`src/rtl/amp3_sample_fifo.sv`:
```
// Stereo sample FIFO feeding the Pmod AMP3 serializer.
// Stores (R,L) pairs and presents the head pair first-word-fall-through. A two-state
// prefill FSM holds out_valid low until START_LEVEL pairs are buffered. Underrun events
// (a take with nothing valid) are flagged and counted with saturation.
module amp3_sample_fifo #(
    parameter int unsigned dataW       = 12,
    parameter int unsigned DEPTH       = 16,
    parameter int unsigned START_LEVEL = 8
) (
    input  logic                       clk,
    input  logic                       rst,
    input  logic [dataW-1:0]           in_dataR,
    input  logic [dataW-1:0]           in_dataL,
    input  logic                       in_valid,
    output logic                       in_ready,
    output logic [dataW-1:0]           out_dataR,
    output logic [dataW-1:0]           out_dataL,
    output logic                       out_valid,
    input  logic                       out_take,
    output logic [$clog2(DEPTH):0]     level,
    output logic                       streaming,
    output logic                       underrun,
    output logic [7:0]                 underrun_cnt,
    input  logic                       clr_underrun
);

    localparam int unsigned AW = $clog2(DEPTH);
    localparam int unsigned LW = AW + 1;

    localparam logic [0:0] StFill   = 1'b0;
    localparam logic [0:0] StStream = 1'b1;

    logic [2*dataW-1:0] mem [DEPTH];

    logic [AW-1:0] wr_ptr_q, rd_ptr_q;
    logic [LW-1:0] level_q, level_d;
    logic [0:0]    state_q, state_d;
    logic          underrun_q, underrun_d;
    logic [7:0]    cnt_q, cnt_d;

    logic push, pop, under_ev;

    // Handshake and event decode; full/empty come from the level count only.
    always_comb begin
        in_ready  = (level_q != LW'(DEPTH));
        out_valid = (state_q == StStream) && (level_q != '0);
        push      = in_valid & in_ready;
        pop       = out_take & out_valid;
        under_ev  = out_take & ~out_valid;
    end

    // Head pair, forced to zero whenever it is not valid.
    always_comb begin
        out_dataR = '0;
        out_dataL = '0;
        if (out_valid) begin
            out_dataR = mem[rd_ptr_q][2*dataW-1:dataW];
            out_dataL = mem[rd_ptr_q][dataW-1:0];
        end
    end

    // Next level, FSM state and underrun bookkeeping.
    always_comb begin
        level_d = level_q;
        if (push && !pop) begin
            level_d = level_q + LW'(1);
        end else if (pop && !push) begin
            level_d = level_q - LW'(1);
        end

        state_d = state_q;
        if (state_q == StFill) begin
            // Uses the registered level, so streaming starts one clk after the threshold.
            if (level_q >= LW'(START_LEVEL)) begin
                state_d = StStream;
            end
        end else if (under_ev) begin
            state_d = StFill;
        end

        underrun_d = underrun_q;
        cnt_d      = cnt_q;
        if (under_ev) begin
            // A clear coinciding with an event restarts the count at this event.
            underrun_d = 1'b1;
            if (clr_underrun) begin
                cnt_d = 8'd1;
            end else if (cnt_q != 8'hFF) begin
                cnt_d = cnt_q + 8'd1;
            end
        end else if (clr_underrun) begin
            underrun_d = 1'b0;
            cnt_d      = 8'd0;
        end
    end

    // Sample storage; right channel in the upper half. Contents need no reset.
    always_ff @(posedge clk) begin
        if (push) begin
            mem[wr_ptr_q] <= {in_dataR, in_dataL};
        end
    end

    // Pointers, level, FSM and underrun state.
    always_ff @(posedge clk or posedge rst) begin
        if (rst) begin
            wr_ptr_q   <= '0;
            rd_ptr_q   <= '0;
            level_q    <= '0;
            state_q    <= StFill;
            underrun_q <= 1'b0;
            cnt_q      <= 8'd0;
        end else begin
            if (push) wr_ptr_q <= wr_ptr_q + AW'(1);
            if (pop)  rd_ptr_q <= rd_ptr_q + AW'(1);
            level_q    <= level_d;
            state_q    <= state_d;
            underrun_q <= underrun_d;
            cnt_q      <= cnt_d;
        end
    end

    assign level        = level_q;
    assign streaming    = (state_q == StStream);
    assign underrun     = underrun_q;
    assign underrun_cnt = cnt_q;

endmodule

```
`config.mk`:
```
export PLATFORM = sky130hd
export DESIGN_NAME = amp3_sample_fifo
export DESIGN_NICKNAME = d
export VERILOG_FILES = /design/src/rtl/amp3_sample_fifo.sv
export SDC_FILE = /design/constraint.sdc
export NUM_CORES = 1
export LEC_CHECK = 0
export CAP_MARGIN = 20
export CORE_MARGIN = 3
export CORE_UTILIZATION = 60
export DETAILED_ROUTE_END_ITERATION = 8
export PLACE_DENSITY = 0.79
export SYNTH_ARGS = -nofsm -noshare
export SYNTH_HDL_FRONTEND = slang
export SYNTH_SLANG_ARGS = --single-unit
```
`constraint.sdc`:
```
create_clock -name clk -period 4.1 [get_ports clk]
set_input_delay 0.82 -clock clk [delete_from_list [all_inputs] [get_ports clk]]
set_output_delay 0.82 -clock clk [all_outputs]
set_load 0.005 [all_outputs]
```
[Word-level counts from Yosys, hierarchy flattened]
Memories as Yosys holds them, arrays and structs flattened.
Index checks and enable logic that the tools add are counted.
Operators by class
  order comparisons: 1
  reductions and logical operators: 10
  bitwise logic cells: 4
  add/subtract/negate cells: 5
  multiplexer cells: 15
  equality and inequality tests: 2
Operator list (count)
  $mux 8: 4
  $mux 12: 2
  $mux 5: 2
  $add 4x1->4 const B: 2
  $add 8x1->8 const B: 1
  $ne 8x8->1 const B: 1
  $mux 1: 7
  $reduce_bool 2->1: 3
  $add 5x1->5 const B: 1
  $ge 5x4->1 const B: 1
  $ne 5x5->1 const B: 1
  $reduce_bool 5->1: 1
  $sub 5x1->5 const B: 1
  $and 1x1->1: 3
  $logic_and 1x1->1: 3
  $logic_not 1->1: 2
  $reduce_and 2->1: 1
  $not 1->1: 1
Storage, ports and cells
  output and inout bits: 41
  logic and storage cells: 44
  input bits: 29
  flip-flop bits (word level): 23
  memories kept: 1
  RAM bits: 384
Memory list
  mem: words 16, width 24, read ports 1, clocked after memory_dff 0, write ports 1, line 33  | logic [2*dataW-1:0] mem [DEPTH];

[Longest topological paths before layout]
  depth after elaboration: 6
  depth in mapped cells: 9
  mapped depth without buffers: 9

[Worst setup path before layout]
OpenSTA, ideal clock, no wires.
  path type: input-to-reg
  from: input in_valid
  to: memory mem[3][0] (netlist name) (enable)
  stages on the path: 3
  data arrival time: 2.988 ns
  data required time: 3.665 ns
  library setup time: 0.435 ns
  buffers on the path: 0
  slack: 0.677 ns
  cells stage by stage: a21boi_2 nand2_1 nor3_1
Between the ends
  word-level cells in the longest chain between the ends: 3
RTL lines
  start: declaration: line 14  | input logic in_valid,
  $and 1x1->1: line 47  | push = in_valid & in_ready;
  $mux 1: line 99  | if (push) begin
  $mux 1 (implied by the code): line 100  | mem[wr_ptr_q] <= {in_dataR, in_dataL};
  end: declaration: line 33
No other way between the ends.

[Worst setup path after layout]
  from: register level_q[0] (netlist: level[0])
  to: output out_dataR[6]
Between the ends
  word-level cells in the longest chain between the ends: 3
RTL lines
  start: declaration: line 36  | logic [LW-1:0] level_q, level_d;
  start signal: assignment: line 116  | level_q <= level_d;
  $reduce_bool 5->1: line 46  | out_valid = (state_q == StStream) && (level_q != '0);
  $logic_and 1x1->1: line 46
  $mux 12: line 56  | if (out_valid) begin
  end: declaration: line 16  | output logic [dataW-1:0] out_dataR,
No other way between the ends.

==> run_results.csv <==
group,metric,value,unit
placement,hpwl,17990,um
clock_tree,cts_resized,0,
setup_path,r2r_slack,0.87,ns
outcome,status,"finished, final reports clean",
power_and_ir_drop,p_switching,3.673,mW
logic_synthesis,synth_largest_area_cell,"edfxtp_1",
final_layout,fin_util,0.7053,
logic_synthesis,synth_top_area_frac,0.7217,
power_and_ir_drop,vdd_drop_max,0.0006147,V
logic_synthesis,async_flop_share,0.05651,
timing,slew_headroom,0.3529,
detailed_routing,drt_wl_total,32850,um
global_routing,grt_max_degree,53,
detailed_routing,wl_per_cell,27.42,um
logic_synthesis,synth-edff-count,384,
placement,gp_congestion,0.7333,
setup_path,crit_arrival,3.13,ns
clock_tree,cts_setup_buffers,0,
global_routing,gr-usage-met3,0.03960,
final_layout,syn_to_final_growth,15.36,%
clock_tree,clockRootBuffer,"clkbuf_16",
power_and_ir_drop,fin_total_pwr,12.67,mW
worst_hold_path,hold_class,"register to register",
floorplan,die_area,28620,sq um
flow_run,maxCapViolations,0,
worst_hold_path,worstHoldEndpoint,"underrun",
global_routing,grt.overflow.total,0,
global_routing,grt_use_met1,0.3265,
power_and_ir_drop,leakage,5.990,nW
worst_hold_path,holdPathStages,2,
global_routing,grt_use_met2,0.3886,
logic_synthesis,netlist_area,15980,sq um
logic_synthesis,synthTopCellsByCount,"edfxtp_1 (384), mux4_2 (97), mux2i_1 (48)",
final_layout,antenna_cells,0,
setup_path,r2r-start,"level[0]",
timing,setup_viol,0,
placement,dpl_worst_slack,0.5789,ns
floorplan,core-area,26130,sq um
global_routing,grt_pass1_vias,8240,
logic_synthesis,synth.distinct_cells,50,
clock_tree,clock_path_buffers,3,
floorplan,placement_rows,59,
global_routing,grt_pass1_wl,49960,um
setup_path,worst_r2r_path_depth,8,
detailed_routing,postRouteAntennaNets,0,
logic_synthesis,synth.most_common_cell,"edfxtp_1",
clock_tree,path_clk_slew,0.06,ns
setup_path,r2r-end,"level[4]",
logic_synthesis,yosys-top-cells-area,"edfxtp_1 (72%), mux4_2 (14%), dfrtp_1 (3.6%)",
timing,hold_slack,0.5256,ns
global_routing,grt-busiest-layer,"met2",
floorplan,io_pins,70,
timing,setup_tns,0,ns
final_layout,final_cells,1198,
logic_synthesis,ys_seq_area_frac,0.7577,
setup_path,crit_fanout,23,
timing,fin_ws,0.1511,ns
detailed_routing,drc,0,
detailed_routing,avgViaCountPerCell,6.559,
timing,slew_violations,0,
timing,fmax,0.2532,GHz
logic_synthesis,syn_nets,777,
power_and_ir_drop,swShare,0.2899,
logic_synthesis,syn_avg_cell_area,21.68,sq um
logic_synthesis,yosysWarningCount,0,
final_layout,layout.nets,879,
logic_synthesis,ys_seq_elements,407,
global_routing,grt_usage,0.2343,
floorplan,die_x,169.2,um
placement,io_buffer_count,69,
detailed_routing,drtIter0Drc,1031,
floorplan,die_h,169.2,um
power_and_ir_drop,power_frac_clock,0.259,
clock_tree,cts_htree_levels,2,
timing,min_period,3.949,ns
power_and_ir_drop,p_per_area,687.5,nW/um^2
placement,place_inst,1132,
power_and_ir_drop,seq_power_share,0.437,
placement,placed_area,17280,sq um
floorplan,start_util,0.6114,
timing,rsz0062_at_grt,"no",
timing,period_share,0.9632,
setup_path,path_class,"register to output port",
detailed_routing,num_vias,7858,
clock_tree,ctsHoldBuffers,0,
logic_synthesis,postSynthCellCount,737,
timing,fin_skew,0.008841,ns
clock_tree,clock_latency,0.52,ns
worst_hold_path,hp-start,"underrun",
power_and_ir_drop,p_comb_frac,0.304,
clock_tree,cts_buffers,40,
logic_synthesis,yosys_most_used_dff,"edfxtp_1",
final_layout,postLayoutCellArea,18430,sq um
setup_path,critPathRequiredTime,3.28,ns
final_layout,drive_above_1_share,0.2375,
clock_tree,cts.sink_count,407,
setup_path,crit_path_end_kind,"output port",
detailed_routing,dr.pass1.iters,5,
power_and_ir_drop,p_int,8.998,mW
timing,worst_pin_slew,0.9707,ns
global_routing,antenna_found_initial,0,
clock_tree,cts_tree,"built",
setup_path,worstSetupStartpointType,"register",
final_layout,nFillCells,1546,
timing,hold_viol,0,
## how the worst max path moves through the flow
stage / from / end / slack (ns)
2_1_floorplan: in_valid / mem[3][0] / 0.68
3_3_place_gp: in_valid / level[4] / 0.70
3_5_place_dp: in_valid / level[4] / 0.58
4_1_cts: rd_ptr_q[1] / out_dataL[7] / 0.15
5_1_grt: rd_ptr_q[1] / out_dataR[7] / 0.05
6_report: level[0] / out_dataR[6] / 0.15
## critical path: stages (launching register included)
cell and delay [ns]:
dfrtp_1 0.47, or4_4 0.58, o21a_4 0.24, nand2_2 0.52
o22ai_1 0.26, clkdlybuf4s50_1 0.53
## state kept, by name (all words and copies together) (netlist names)
name          flops
streaming         1
underrun          1
rd_ptr_q          4
level             5
underrun_cnt      8
mem             384
wr_ptr_q          4
## logic make-up after synthesis
family	Yosys count	share of synthesized area
AND/OR/NAND/NOR	68	0.02412
adder cells (fa/ha/maj)	11	0.009084
XOR/XNOR	9	0.004934
flip-flops	407	0.7577
buffers and inverters	46	0.01433
multiplexers	148	0.1689
AO/OA/AOI/OAI	48	0.02091
## power by group through the flow
| stage | sequential (mW) | combinational [mW] | clock, mW |
|---|---|---|---|
| final | 5.53 | 3.85 | 3.28 |
| after global routing | 5.60 | 4.12 | 3.52 |
| after CTS | 5.55 | 3.91 | 3.33 |
| after detailed placement | 5.62 | 3.86 | 0 |
| after global placement | 5.57 | 3.75 | 0 |
| after floorplan | 5.23 | 2.67 | 0 |
## cell type report
cell class | count | area [sq um] | share of cell area
Clock inverter | 18 | 98.84 | 0.005363
Clock buffer | 48 | 1052 | 0.05709
Tap cell | 335 | 419.2 | 0.02274
Inverter | 8 | 30.03 | 0.001629
Sequential cell | 407 | 12120 | 0.6575
Timing Repair Buffer | 98 | 1021 | 0.05539
Multi-Input combinational cell | 284 | 3692 | 0.2003
## layer usage
layer | vias to the layer above | wire (um) | part of all wire
li1 | 3277 | - | -
met1 | 4162 | 12900 | 0.39
met2 | 346 | 16850 | 0.51
met3 | 73 | 2197 | 0.067
met4 | 0 | 905 | 0.028
met5 | - | 0 | 0
## placed cells by master, fill, tap and decap left out, types with 3 or more instances in the layout
cell,synthesis,routed
dfrtp_1,23,20
clkinv_2,0,4
nand3_1,6,6
nand2_1,13,13
dfrtp_4,0,3
o21ai_0,4,4
inv_1,8,8
nand2b_1,5,5
clkdlybuf4s50_1,0,69
buf_12,0,9
o22ai_1,23,23
edfxtp_1,384,384
mux2i_1,48,48
buf_4,6,20
mux4_2,97,97
o31ai_1,4,4
xnor2_1,7,7
clkinv_1,0,13
a21oi_1,6,6
nor3_1,8,4
clkbuf_1,6,7
ha_1,10,10
clkbuf_16,0,41
nor3_2,1,5
nor2_1,17,5
nor2_2,0,12
Power figures use the tool's default switching activity.
